<file path="config.mk">
export PLATFORM = sky130hd
export DESIGN_NAME = alu_op_sequencer_flat
export DESIGN_NICKNAME = d
export VERILOG_FILES = /design/src/rtl/alu_op_sequencer_pkg.sv /design/src/rtl/alu_op_sequencer_if.sv /design/src/rtl/alu_op_sequencer_reg_onehot_dec.sv /design/src/rtl/alu_op_sequencer.sv /design/src/flat_wrapper.sv
export SDC_FILE = /design/constraint.sdc
export NUM_CORES = 1
export LEC_CHECK = 0
export CAP_MARGIN = 10
export CORE_MARGIN = 3
export CORE_UTILIZATION = 45
export CTS_CLUSTER_SIZE = 10
export DETAILED_ROUTE_END_ITERATION = 12
export DONT_BUFFER_PORTS = 1
export PLACE_DENSITY = 0.74
export SLEW_MARGIN = 25
export SYNTH_ARGS = -nofsm -noshare
export SYNTH_HDL_FRONTEND = slang
export SYNTH_HIERARCHICAL = 1
export SYNTH_SLANG_ARGS = --single-unit
export TNS_END_PERCENT = 10
</file>
<file path="constraint.sdc">
create_clock -name clk -period 2 [get_ports clk]
set_input_delay 0.4 -clock clk [delete_from_list [all_inputs] [get_ports clk]]
set_output_delay 0.4 -clock clk [all_outputs]
set_load 0.05 [all_outputs]
</file>
<file path="src/rtl/alu_op_sequencer_pkg.sv">
// Shared definitions for the ALU operation sequencer: opcodes, FSM states,
// one-hot ALU operation bit positions and opcode classification helpers.
package alu_seq_pkg;

    localparam int unsigned OPC_W     = 5;
    localparam int unsigned ALU_OP_W  = 13;
    localparam int unsigned MAX_REG_W = 4;

    localparam logic [OPC_W-1:0] OPC_AND  = 5'b01010;
    localparam logic [OPC_W-1:0] OPC_OR   = 5'b01011;
    localparam logic [OPC_W-1:0] OPC_ADD  = 5'b00011;
    localparam logic [OPC_W-1:0] OPC_SUB  = 5'b00100;
    localparam logic [OPC_W-1:0] OPC_SHR  = 5'b00101;
    localparam logic [OPC_W-1:0] OPC_SHRA = 5'b00110;
    localparam logic [OPC_W-1:0] OPC_SHL  = 5'b00111;
    localparam logic [OPC_W-1:0] OPC_ROR  = 5'b01000;
    localparam logic [OPC_W-1:0] OPC_ROL  = 5'b01001;
    localparam logic [OPC_W-1:0] OPC_MUL  = 5'b01111;
    localparam logic [OPC_W-1:0] OPC_DIV  = 5'b10000;
    localparam logic [OPC_W-1:0] OPC_NEG  = 5'b10001;
    localparam logic [OPC_W-1:0] OPC_NOT  = 5'b10010;

    // alu_op bit positions, MSB-first order {AND,OR,ADD,SUB,MUL,DIV,SHR,SHRA,SHL,ROR,ROL,NEG,NOT}
    localparam int unsigned ALU_AND  = 12;
    localparam int unsigned ALU_OR   = 11;
    localparam int unsigned ALU_ADD  = 10;
    localparam int unsigned ALU_SUB  = 9;
    localparam int unsigned ALU_MUL  = 8;
    localparam int unsigned ALU_DIV  = 7;
    localparam int unsigned ALU_SHR  = 6;
    localparam int unsigned ALU_SHRA = 5;
    localparam int unsigned ALU_SHL  = 4;
    localparam int unsigned ALU_ROR  = 3;
    localparam int unsigned ALU_ROL  = 2;
    localparam int unsigned ALU_NEG  = 1;
    localparam int unsigned ALU_NOT  = 0;

    typedef enum logic [2:0] {
        ST_IDLE, ST_T0, ST_T1, ST_T2, ST_T3, ST_T4, ST_T5, ST_T6
    } state_e;

    typedef enum logic [1:0] {
        CLS_BINARY, CLS_UNARY, CLS_MULDIV, CLS_ILLEGAL
    } opc_class_e;

    // Captured instruction; register fields sized for the largest build.
    typedef struct packed {
        logic [OPC_W-1:0]     opcode;
        logic [MAX_REG_W-1:0] ra;
        logic [MAX_REG_W-1:0] rb;
        logic [MAX_REG_W-1:0] rc;
    } instr_t;

    function automatic opc_class_e opc_class(input logic [OPC_W-1:0] opc);
        case (opc)
            OPC_AND, OPC_OR, OPC_ADD, OPC_SUB, OPC_SHR, OPC_SHRA,
            OPC_SHL, OPC_ROR, OPC_ROL: opc_class = CLS_BINARY;
            OPC_MUL, OPC_DIV:          opc_class = CLS_MULDIV;
            OPC_NEG, OPC_NOT:          opc_class = CLS_UNARY;
            default:                   opc_class = CLS_ILLEGAL;
        endcase
    endfunction

    function automatic logic [ALU_OP_W-1:0] alu_onehot(input logic [OPC_W-1:0] opc);
        alu_onehot = '0;
        case (opc)
            OPC_AND:  alu_onehot[ALU_AND]  = 1'b1;
            OPC_OR:   alu_onehot[ALU_OR]   = 1'b1;
            OPC_ADD:  alu_onehot[ALU_ADD]  = 1'b1;
            OPC_SUB:  alu_onehot[ALU_SUB]  = 1'b1;
            OPC_MUL:  alu_onehot[ALU_MUL]  = 1'b1;
            OPC_DIV:  alu_onehot[ALU_DIV]  = 1'b1;
            OPC_SHR:  alu_onehot[ALU_SHR]  = 1'b1;
            OPC_SHRA: alu_onehot[ALU_SHRA] = 1'b1;
            OPC_SHL:  alu_onehot[ALU_SHL]  = 1'b1;
            OPC_ROR:  alu_onehot[ALU_ROR]  = 1'b1;
            OPC_ROL:  alu_onehot[ALU_ROL]  = 1'b1;
            OPC_NEG:  alu_onehot[ALU_NEG]  = 1'b1;
            OPC_NOT:  alu_onehot[ALU_NOT]  = 1'b1;
            default:  alu_onehot = '0;
        endcase
    endfunction

endpackage

</file>
<file path="src/rtl/alu_op_sequencer_if.sv">
// Sequencer <-> datapath interface: run/mem_wait/bus inputs to the sequencer
// and all datapath control strobes back. master = sequencer, slave = datapath.
interface alu_op_sequencer_if #(
    parameter int unsigned NREG   = 16,
    parameter int unsigned DATA_W = 32
);
    import alu_seq_pkg::*;

    logic                run;
    logic                mem_wait;
    logic [DATA_W-1:0]   bus;

    logic                pc_out, mar_in, inc_pc, pc_in;
    logic                read, mdr_in, mdr_out, ir_in;
    logic                y_in, z_in, zlow_out, zhigh_out, lo_in, hi_in;
    logic [NREG-1:0]     reg_out;
    logic [NREG-1:0]     reg_in;
    logic [ALU_OP_W-1:0] alu_op;
    logic                busy, done, illegal;

    modport master (
        input  run, mem_wait, bus,
        output pc_out, mar_in, inc_pc, pc_in, read, mdr_in, mdr_out, ir_in,
               y_in, z_in, zlow_out, zhigh_out, lo_in, hi_in,
               reg_out, reg_in, alu_op, busy, done, illegal
    );

    modport slave (
        output run, mem_wait, bus,
        input  pc_out, mar_in, inc_pc, pc_in, read, mdr_in, mdr_out, ir_in,
               y_in, z_in, zlow_out, zhigh_out, lo_in, hi_in,
               reg_out, reg_in, alu_op, busy, done, illegal
    );
endinterface

</file>
<file path="src/rtl/alu_op_sequencer_reg_onehot_dec.sv">
// Register-select decoder: sel -> one-hot NREG-bit vector, all zero when en=0.
// Ports: en (enable), sel (REG_W register index), onehot (NREG enables).
module reg_onehot_dec #(
    parameter int unsigned NREG  = 16,
    parameter int unsigned REG_W = $clog2(NREG)
) (
    input  logic             en,
    input  logic [REG_W-1:0] sel,
    output logic [NREG-1:0]  onehot
);
    always_comb begin
        onehot = '0;
        if (en) onehot[sel] = 1'b1;
    end
endmodule

</file>
<file path="src/rtl/alu_op_sequencer.sv">
// Control sequencer for a bus-based ALU datapath: fetches an instruction
// (T0..T2), then steps the register/ALU strobes (T3..T6) for its opcode.
// Ports: clk, reset (sync, active-high), sif (master side of
// alu_op_sequencer_if: run/mem_wait/bus in, control strobes out).
module alu_op_sequencer
    import alu_seq_pkg::*;
#(
    parameter int unsigned NREG   = 16,
    parameter int unsigned DATA_W = 32
) (
    input  logic                 clk,
    input  logic                 reset,
    alu_op_sequencer_if.master   sif
);
    localparam int unsigned REG_W  = $clog2(NREG);
    localparam int unsigned RA_MSB = DATA_W - 1 - OPC_W;
    localparam int unsigned RB_MSB = RA_MSB - REG_W;
    localparam int unsigned RC_MSB = RB_MSB - REG_W;

    state_e     state_q, state_d;
    instr_t     instr_q;
    logic       illegal_q;
    opc_class_e cls_bus, cls_q;

    logic             ro_en, ri_en;
    logic [REG_W-1:0] ro_sel, ri_sel;

    logic [OPC_W-1:0] bus_opc;
    logic [REG_W-1:0] bus_ra, bus_rb, bus_rc;

    assign bus_opc = sif.bus[DATA_W-1 -: OPC_W];
    assign bus_ra  = sif.bus[RA_MSB -: REG_W];
    assign bus_rb  = sif.bus[RB_MSB -: REG_W];
    assign bus_rc  = sif.bus[RC_MSB -: REG_W];
    assign cls_bus = opc_class(bus_opc);
    assign cls_q   = opc_class(instr_q.opcode);

    // State register plus instruction capture and the post-decode illegal flag.
    always_ff @(posedge clk) begin
        if (reset) begin
            state_q   <= ST_IDLE;
            instr_q   <= '0;
            illegal_q <= 1'b0;
        end else begin
            state_q   <= state_d;
            illegal_q <= (state_q == ST_T2) && (cls_bus == CLS_ILLEGAL);
            if (state_q == ST_T2) begin
                instr_q <= '{opcode: bus_opc,
                             ra:     MAX_REG_W'(bus_ra),
                             rb:     MAX_REG_W'(bus_rb),
                             rc:     MAX_REG_W'(bus_rc)};
            end
        end
    end

    // Next-state logic; T2 decodes straight from the bus since fields land at its end.
    always_comb begin
        state_d = state_q;
        case (state_q)
            ST_IDLE: if (sif.run) state_d = ST_T0;
            ST_T0:   state_d = ST_T1;
            ST_T1:   if (!sif.mem_wait) state_d = ST_T2;
            ST_T2: begin
                case (cls_bus)
                    CLS_BINARY, CLS_MULDIV: state_d = ST_T3;
                    CLS_UNARY:              state_d = ST_T4;
                    default:                state_d = ST_IDLE;
                endcase
            end
            ST_T3:   state_d = ST_T4;
            ST_T4:   state_d = ST_T5;
            ST_T5: begin
                if (cls_q == CLS_MULDIV) state_d = ST_T6;
                else                     state_d = sif.run ? ST_T0 : ST_IDLE;
            end
            ST_T6:   state_d = sif.run ? ST_T0 : ST_IDLE;
            default: state_d = ST_IDLE;
        endcase
    end

    // Moore output decode from state and captured fields.
    always_comb begin
        sif.pc_out    = 1'b0;
        sif.mar_in    = 1'b0;
        sif.inc_pc    = 1'b0;
        sif.pc_in     = 1'b0;
        sif.read      = 1'b0;
        sif.mdr_in    = 1'b0;
        sif.mdr_out   = 1'b0;
        sif.ir_in     = 1'b0;
        sif.y_in      = 1'b0;
        sif.z_in      = 1'b0;
        sif.zlow_out  = 1'b0;
        sif.zhigh_out = 1'b0;
        sif.lo_in     = 1'b0;
        sif.hi_in     = 1'b0;
        sif.alu_op    = '0;
        sif.done      = 1'b0;
        ro_en         = 1'b0;
        ro_sel        = '0;
        ri_en         = 1'b0;
        ri_sel        = '0;
        case (state_q)
            ST_T0: begin
                sif.pc_out = 1'b1;
                sif.mar_in = 1'b1;
                sif.inc_pc = 1'b1;
                sif.pc_in  = 1'b1;
            end
            ST_T1: begin
                sif.read   = 1'b1;
                sif.mdr_in = 1'b1;
            end
            ST_T2: begin
                sif.mdr_out = 1'b1;
                sif.ir_in   = 1'b1;
            end
            ST_T3: begin
                ro_en    = 1'b1;
                ro_sel   = REG_W'(instr_q.rb);
                sif.y_in = 1'b1;
            end
            ST_T4: begin
                sif.z_in   = 1'b1;
                sif.alu_op = alu_onehot(instr_q.opcode);
                ro_en      = 1'b1;
                ro_sel     = (cls_q == CLS_UNARY) ? REG_W'(instr_q.rb) : REG_W'(instr_q.rc);
            end
            ST_T5: begin
                sif.zlow_out = 1'b1;
                if (cls_q == CLS_MULDIV) begin
                    sif.lo_in = 1'b1;
                end else begin
                    ri_en    = 1'b1;
                    ri_sel   = REG_W'(instr_q.ra);
                    sif.done = 1'b1;
                end
            end
            ST_T6: begin
                sif.zhigh_out = 1'b1;
                sif.hi_in     = 1'b1;
                sif.done      = 1'b1;
            end
            default: ;
        endcase
    end

    assign sif.busy    = (state_q != ST_IDLE);
    assign sif.illegal = illegal_q;

    reg_onehot_dec #(.NREG(NREG), .REG_W(REG_W)) u_reg_out_dec (
        .en     (ro_en),
        .sel    (ro_sel),
        .onehot (sif.reg_out)
    );

    reg_onehot_dec #(.NREG(NREG), .REG_W(REG_W)) u_reg_in_dec (
        .en     (ri_en),
        .sel    (ri_sel),
        .onehot (sif.reg_in)
    );

endmodule
</file>
<file path="src/flat_wrapper.sv">
// flat-port wrapper written by rule: the top's interface ports become plain ports
module alu_op_sequencer_flat import alu_seq_pkg::*;
#(
    parameter int unsigned NREG   = 16,
    parameter int unsigned DATA_W = 32
)
  (clk, reset, sif_run, sif_mem_wait, sif_bus, sif_pc_out, sif_mar_in, sif_inc_pc, sif_pc_in, sif_read, sif_mdr_in, sif_mdr_out, sif_ir_in, sif_y_in, sif_z_in, sif_zlow_out, sif_zhigh_out, sif_lo_in, sif_hi_in, sif_reg_out, sif_reg_in, sif_alu_op, sif_busy, sif_done, sif_illegal);
  alu_op_sequencer_if #(.NREG(NREG), .DATA_W(DATA_W)) sif_i ();
  input  logic clk;
  input  logic reset;
  input wire logic [$bits(sif_i.run)-1:0] sif_run;
  input wire logic [$bits(sif_i.mem_wait)-1:0] sif_mem_wait;
  input wire logic [$bits(sif_i.bus)-1:0] sif_bus;
  output wire logic [$bits(sif_i.pc_out)-1:0] sif_pc_out;
  output wire logic [$bits(sif_i.mar_in)-1:0] sif_mar_in;
  output wire logic [$bits(sif_i.inc_pc)-1:0] sif_inc_pc;
  output wire logic [$bits(sif_i.pc_in)-1:0] sif_pc_in;
  output wire logic [$bits(sif_i.read)-1:0] sif_read;
  output wire logic [$bits(sif_i.mdr_in)-1:0] sif_mdr_in;
  output wire logic [$bits(sif_i.mdr_out)-1:0] sif_mdr_out;
  output wire logic [$bits(sif_i.ir_in)-1:0] sif_ir_in;
  output wire logic [$bits(sif_i.y_in)-1:0] sif_y_in;
  output wire logic [$bits(sif_i.z_in)-1:0] sif_z_in;
  output wire logic [$bits(sif_i.zlow_out)-1:0] sif_zlow_out;
  output wire logic [$bits(sif_i.zhigh_out)-1:0] sif_zhigh_out;
  output wire logic [$bits(sif_i.lo_in)-1:0] sif_lo_in;
  output wire logic [$bits(sif_i.hi_in)-1:0] sif_hi_in;
  output wire logic [$bits(sif_i.reg_out)-1:0] sif_reg_out;
  output wire logic [$bits(sif_i.reg_in)-1:0] sif_reg_in;
  output wire logic [$bits(sif_i.alu_op)-1:0] sif_alu_op;
  output wire logic [$bits(sif_i.busy)-1:0] sif_busy;
  output wire logic [$bits(sif_i.done)-1:0] sif_done;
  output wire logic [$bits(sif_i.illegal)-1:0] sif_illegal;
  assign sif_i.run = sif_run;
  assign sif_i.mem_wait = sif_mem_wait;
  assign sif_i.bus = sif_bus;
  assign sif_pc_out = sif_i.pc_out;
  assign sif_mar_in = sif_i.mar_in;
  assign sif_inc_pc = sif_i.inc_pc;
  assign sif_pc_in = sif_i.pc_in;
  assign sif_read = sif_i.read;
  assign sif_mdr_in = sif_i.mdr_in;
  assign sif_mdr_out = sif_i.mdr_out;
  assign sif_ir_in = sif_i.ir_in;
  assign sif_y_in = sif_i.y_in;
  assign sif_z_in = sif_i.z_in;
  assign sif_zlow_out = sif_i.zlow_out;
  assign sif_zhigh_out = sif_i.zhigh_out;
  assign sif_lo_in = sif_i.lo_in;
  assign sif_hi_in = sif_i.hi_in;
  assign sif_reg_out = sif_i.reg_out;
  assign sif_reg_in = sif_i.reg_in;
  assign sif_alu_op = sif_i.alu_op;
  assign sif_busy = sif_i.busy;
  assign sif_done = sif_i.done;
  assign sif_illegal = sif_i.illegal;
  alu_op_sequencer #(.NREG(NREG), .DATA_W(DATA_W)) u_core (.clk(clk), .reset(reset), .sif(sif_i));
endmodule
</file>
==> flow_summary.ini <==
[final_layout]
antenna_cells = 0
area_delta_synth_final_pct = 95.9
drive_gt1_share_pct = 55.0
fin_area_mm2 = 0.00323
fin_util_pct = 93.7
fin_nets = 348

[synthesis]
synth_seq_area_share_pct = 28.0
syn_nets = 276
avgSynthCellArea_um2 = 6.98
yosysTopAreaCellShare_pct = 28.0
yosys_warnings = 6
netlist_area_mm2 = 0.00165
synth_edf_count = 0
async_flop_share_pct = 0
synth_top_flop_cell = dfxtp_1
ys_types = 42
synth_seq_cells = 23
syn_inst = 236
synth_top_cell_by_area = dfxtp_1
synth.top_cells.by_count = 44 x nor2_1, 34 x nand2_1, 23 x dfxtp_1
synthTopCellsByArea = dfxtp_1 28%, nor2_1 10%, nand2_1 7.8%
yosys.cell_count.top_type = nor2_1

[grt]
gr-total-overflow = 0
grt_pass1_wl_um = 13100
first_global_vias = 2324
grt_max_degree = 27
grtUsageTotal_pct = 40.0
antenna_found_initial = 0

[floorplan]
fp.dieW_um = 66.5
fp-row-count = 21
dieArea_mm2 = 0.00442
start_util_pct = 47.8
core_area_mm2 = 0.00344
die_y_um = 66.5
ios = 98

[drt]
vias = 2422
wire_per_inst_um = 29.2
postRouteAntennaNets = 0
first_iter_violations = 296
vias_per_cell = 6.86
wl_um = 10300
remaining_drc_errors = 0
first_pass_iters = 5

[clock_tree]
path_clk_slew_ns = 0.10
clkLatencyLatePin_ns = 0.28
cts_tree = built
cts_buffer_depth = 2
cts_root_buf = clkbuf_8
htree_levels = 1
cts_buffers = 3
cts.sinks = 23

[worst_setup_path]
cp_max_fo = 4
required_ns = 1.60
start_kind = flop
worst_ep_arrival_time_ns = 2.22
critPathKind = flop to primary output
worst_path_max_delay_cell = nor3_2
critPathMaxStageDelay_ns = 0.42
worstPathCellList = nand2b_4, and3_4, buf_4, a22o_2, buf_4, nor3_2, buf_6
end_kind = primary output
worst_path_most_repeated_cell = buf_4

[flow_run]
drv_cap = 0

[min_path]
holdCritPathClass = input port to flop

[place]
dp_hpwl_um = 5160
postPlaceCellArea_mm2 = 0.00279
routabilityCongestion = 0.840
port_buffers = 0

[timing]
relSlewSlack_pct = 62.6
rsz0062_at_grt = true
fin_tns_setup_ns = -13.66
worst_pin_slew_ns = 0.561
skew_ns = 0.0115
fin_ws_ns = -0.616
final-max-slew-violation-count = 0
fin_crit_sh_pct = 131
clock.fmax_ghz = 0.382
min_period_ns = 2.62
hold_viol_final = 0
report.final.setup_viol = 45

[power_and_ir_drop]
power.density_mw_per_mm2 = 363
max-vdd-ir-drop_mv = 0.472
p_leak_nw = 1.21

[status]
failed_checks = setup timing
status = finished with violations
-- worst max-delay path: cells and delay by family (launching register included) --
family	cells	cell delay [ns]
flip-flops	1	0.33
buffers and inverters	3	0.57
AND/OR/NAND/NOR	3	0.77
AO/OA/AOI/OAI	1	0.27
-- layout by cell type (no fill, tap or decap), types with 4 or more instances in the layout --
master     n
a21oi_1   19
buf_12    32
buf_4     31
buf_6     20
dfxtp_1   18
ha_1       4
inv_1      7
nand2_1   32
nand2b_1   8
nand2b_4   6
nand3b_1  10
nor2_1    17
nor2_2     8
nor2_4    20
nor3_2     5
nor3_4     7
-- what timing repair did --
action,4_1_cts,5_1_grt
resized for setup,52,31
endpoints found under the hold margin,0,0
pin swaps,14,7
endpoints found under the setup margin,47,49
hold buffers,0,0
cloned,0,0
buffers inserted,4,0
-- logic make-up (layout without fill, tap and decap cells) --
family | Yosys count | count (layout) | share of synthesized area (%)
muxes | 3 | 3 | 1.90
adders and majority gates | 4 | 4 | 3.04
DFF | 23 | 23 | 28.0
and+or+nand+nor | 140 | 140 | 43.3
buffers and inverters | 24 | 95 | 7.52
AOI/OAI and AO/OA | 42 | 42 | 16.3
-- flip-flops by register name, summed over array words and instances, names as in the netlist --
name and flops:
u_core/sif.illegal 1, u_core/instr_q 17, u_core/cls_q 2, u_core/state_q 3
-- power by group --
part / leakage (nW) / internal, W / switching, W
clock network: 0.0255 / 0.000140 / 0.000179
logic: 1.00 / 0.000117 / 0.000228
registers: 0.187 / 0.000478 / 0.0000305
total: 1.21 / 0.000735 / 0.000437
-- routing by layer --
metal / track usage, % / vias to the layer above / part of all wire (%)
met2: 66.8 / 257 / 45
met1: 44.6 / 1137 / 33
met3: 11.3 / 86 / 13
met4: 24.4 / 0 / 8.9
met5: 0 / - / 0
li1: - / 942 / -
-- path summary, 6_finish.rpt --
check,from,endpoint,slack [ns],cells past startpoint
worst max-delay path,u_core/cls_q[1],sif_reg_out[8],-0.62,7
worst min-delay path,reset,u_core/instr_q[11],0.18,1
worst max register to register,u_core/state_q[2],u_core/cls_q[1],0.03,9
worst min register to register,u_core/instr_q[7],u_core/instr_q[7],0.51,2
-- through the flow --
step                      setup WS, ns  power (W)  hold WS, ns  instances
after floorplan                 -0.335   0.000737        0.432        236
after global placement         -0.0566   0.000776        0.432        345
after detailed placement        -0.166   0.000792        0.455        345
after CTS                       -0.413    0.00110        0.190        353
after global routing            -0.640    0.00119        0.174        353
final                           -0.616    0.00117        0.178        353
-- layout make-up --
class	count	area, um2
Clock buffer	3	41.3
Clock inverter	1	5.00
Fill cell	104	216
Inverter	8	32.5
Multi-Input combinational cell	189	1520
Sequential cell	23	472
Tap cell	46	57.6
Timing Repair Buffer	83	1100
No activity file was read; power rests on OpenSTA's default activity.
==> variant: new RTL, config.mk and constraints unchanged <==
Re-encode `state_e` (8 states) as one-hot, 8 bits wide.
--- a/src/rtl/alu_op_sequencer_pkg.sv
+++ b/src/rtl/alu_op_sequencer_pkg.sv
@@ -35,8 +35,8 @@
     localparam int unsigned ALU_NEG  = 1;
     localparam int unsigned ALU_NOT  = 0;
 
-    typedef enum logic [2:0] {
-        ST_IDLE, ST_T0, ST_T1, ST_T2, ST_T3, ST_T4, ST_T5, ST_T6
+    typedef enum logic [7:0] {
+        ST_IDLE = 8'b00000001, ST_T0 = 8'b00000010, ST_T1 = 8'b00000100, ST_T2 = 8'b00001000, ST_T3 = 8'b00010000, ST_T4 = 8'b00100000, ST_T5 = 8'b01000000, ST_T6 = 8'b10000000
     } state_e;
 
     typedef enum logic [1:0] {
Function: same outputs for any inputs over 10 cycles, from zero or initial values and one cycle with reset high; not proved beyond that.
==> variant against the original RTL <==
- the run now fails in 4_1_cts
- area after synthesis up 15%
==> variant: results (changes against the original RTL) <==
The tools report the distinct cell type count of the synthesized netlist as 54 (+29%). The number of CTS-inserted buffers was 3 (unchanged). In this run the clock root is driven by a sky130_fd_sc_hd__clkbuf_8.

For the synthesis warning total, the log shows 6 (unchanged). The logs give 6560 microns (+27%) for the HPWL reported at the end of detailed placement and 0.919 (+9.4%) for the global placer's final weighted congestion. By area the synthesized netlist is led by sky130_fd_sc_hd__dfxtp_1 30%, sky130_fd_sc_hd__nor2_1 8.3%, sky130_fd_sc_hd__nand2_1 7.1%, sky130_fd_sc_hd__a21oi_1 5.0%, sky130_fd_sc_hd__nor3_1 4.2%.

The number of H-tree branching levels was 1 (unchanged); the post-cts sizing count was 57 (+9.6%). After synthesis, the most frequently instantiated cells are 42 x sky130_fd_sc_hd__nor2_1, 36 x sky130_fd_sc_hd__nand2_1, 28 x sky130_fd_sc_hd__dfxtp_1. The run stopped with a tool error. The total number of clock tree sinks is 28 (+22%), and the number of buffers inserted by port buffering is 0 (unchanged).

The run gives 3530 sq um (+27%) as the instance area after placement. The first error in the log reads "[ERROR DPL-0038] Utilization greater than 100%, impossible to legalize". The run gives 29.6% (+1.6 points) as the share of the yosys chip area belonging to registers.

Last stage the flow got to: 4_1_cts. The share of synthesized flip-flops with an asynchronous set or reset is 0% (unchanged), and the buffers inserted during post-CTS setup optimization is 7 (+3). The number of buffers on the longest clock path is 2 (unchanged), and the number of nets produced by synthesis is 303 (+9.8%).
variant: cell count changes after synthesis, moves of 3 or more:
cell / delta
sky130_fd_sc_hd__inv_1: +7
sky130_fd_sc_hd__clkbuf_1: -3
sky130_fd_sc_hd__nor3_1: +3
sky130_fd_sc_hd__a21o_1: +3
sky130_fd_sc_hd__nand3_1: +5
sky130_fd_sc_hd__nor4_1: +7
sky130_fd_sc_hd__dfxtp_1: +5
sky130_fd_sc_hd__nand3b_1: -5
variant: cell families after synthesis:
logic type	share of synthesized area, %
AND/OR/NAND/NOR	43.9
multiplexers	0.528
AO/OA/AOI/OAI	15.7
adder cells (fa/ha/maj)	2.64
buffers and inverters	6.74
XOR/XNOR	0.925
flip-flops	29.6
variant: per-stage QoR:
| step | TNS, ps | setup slack [ps] | instances |
|---|---|---|---|
| floorplan | -26620 | -731 | 263 |
| global placement | -11110 | -426 | 405 |
| detailed placement | -15120 | -522 | 405 |
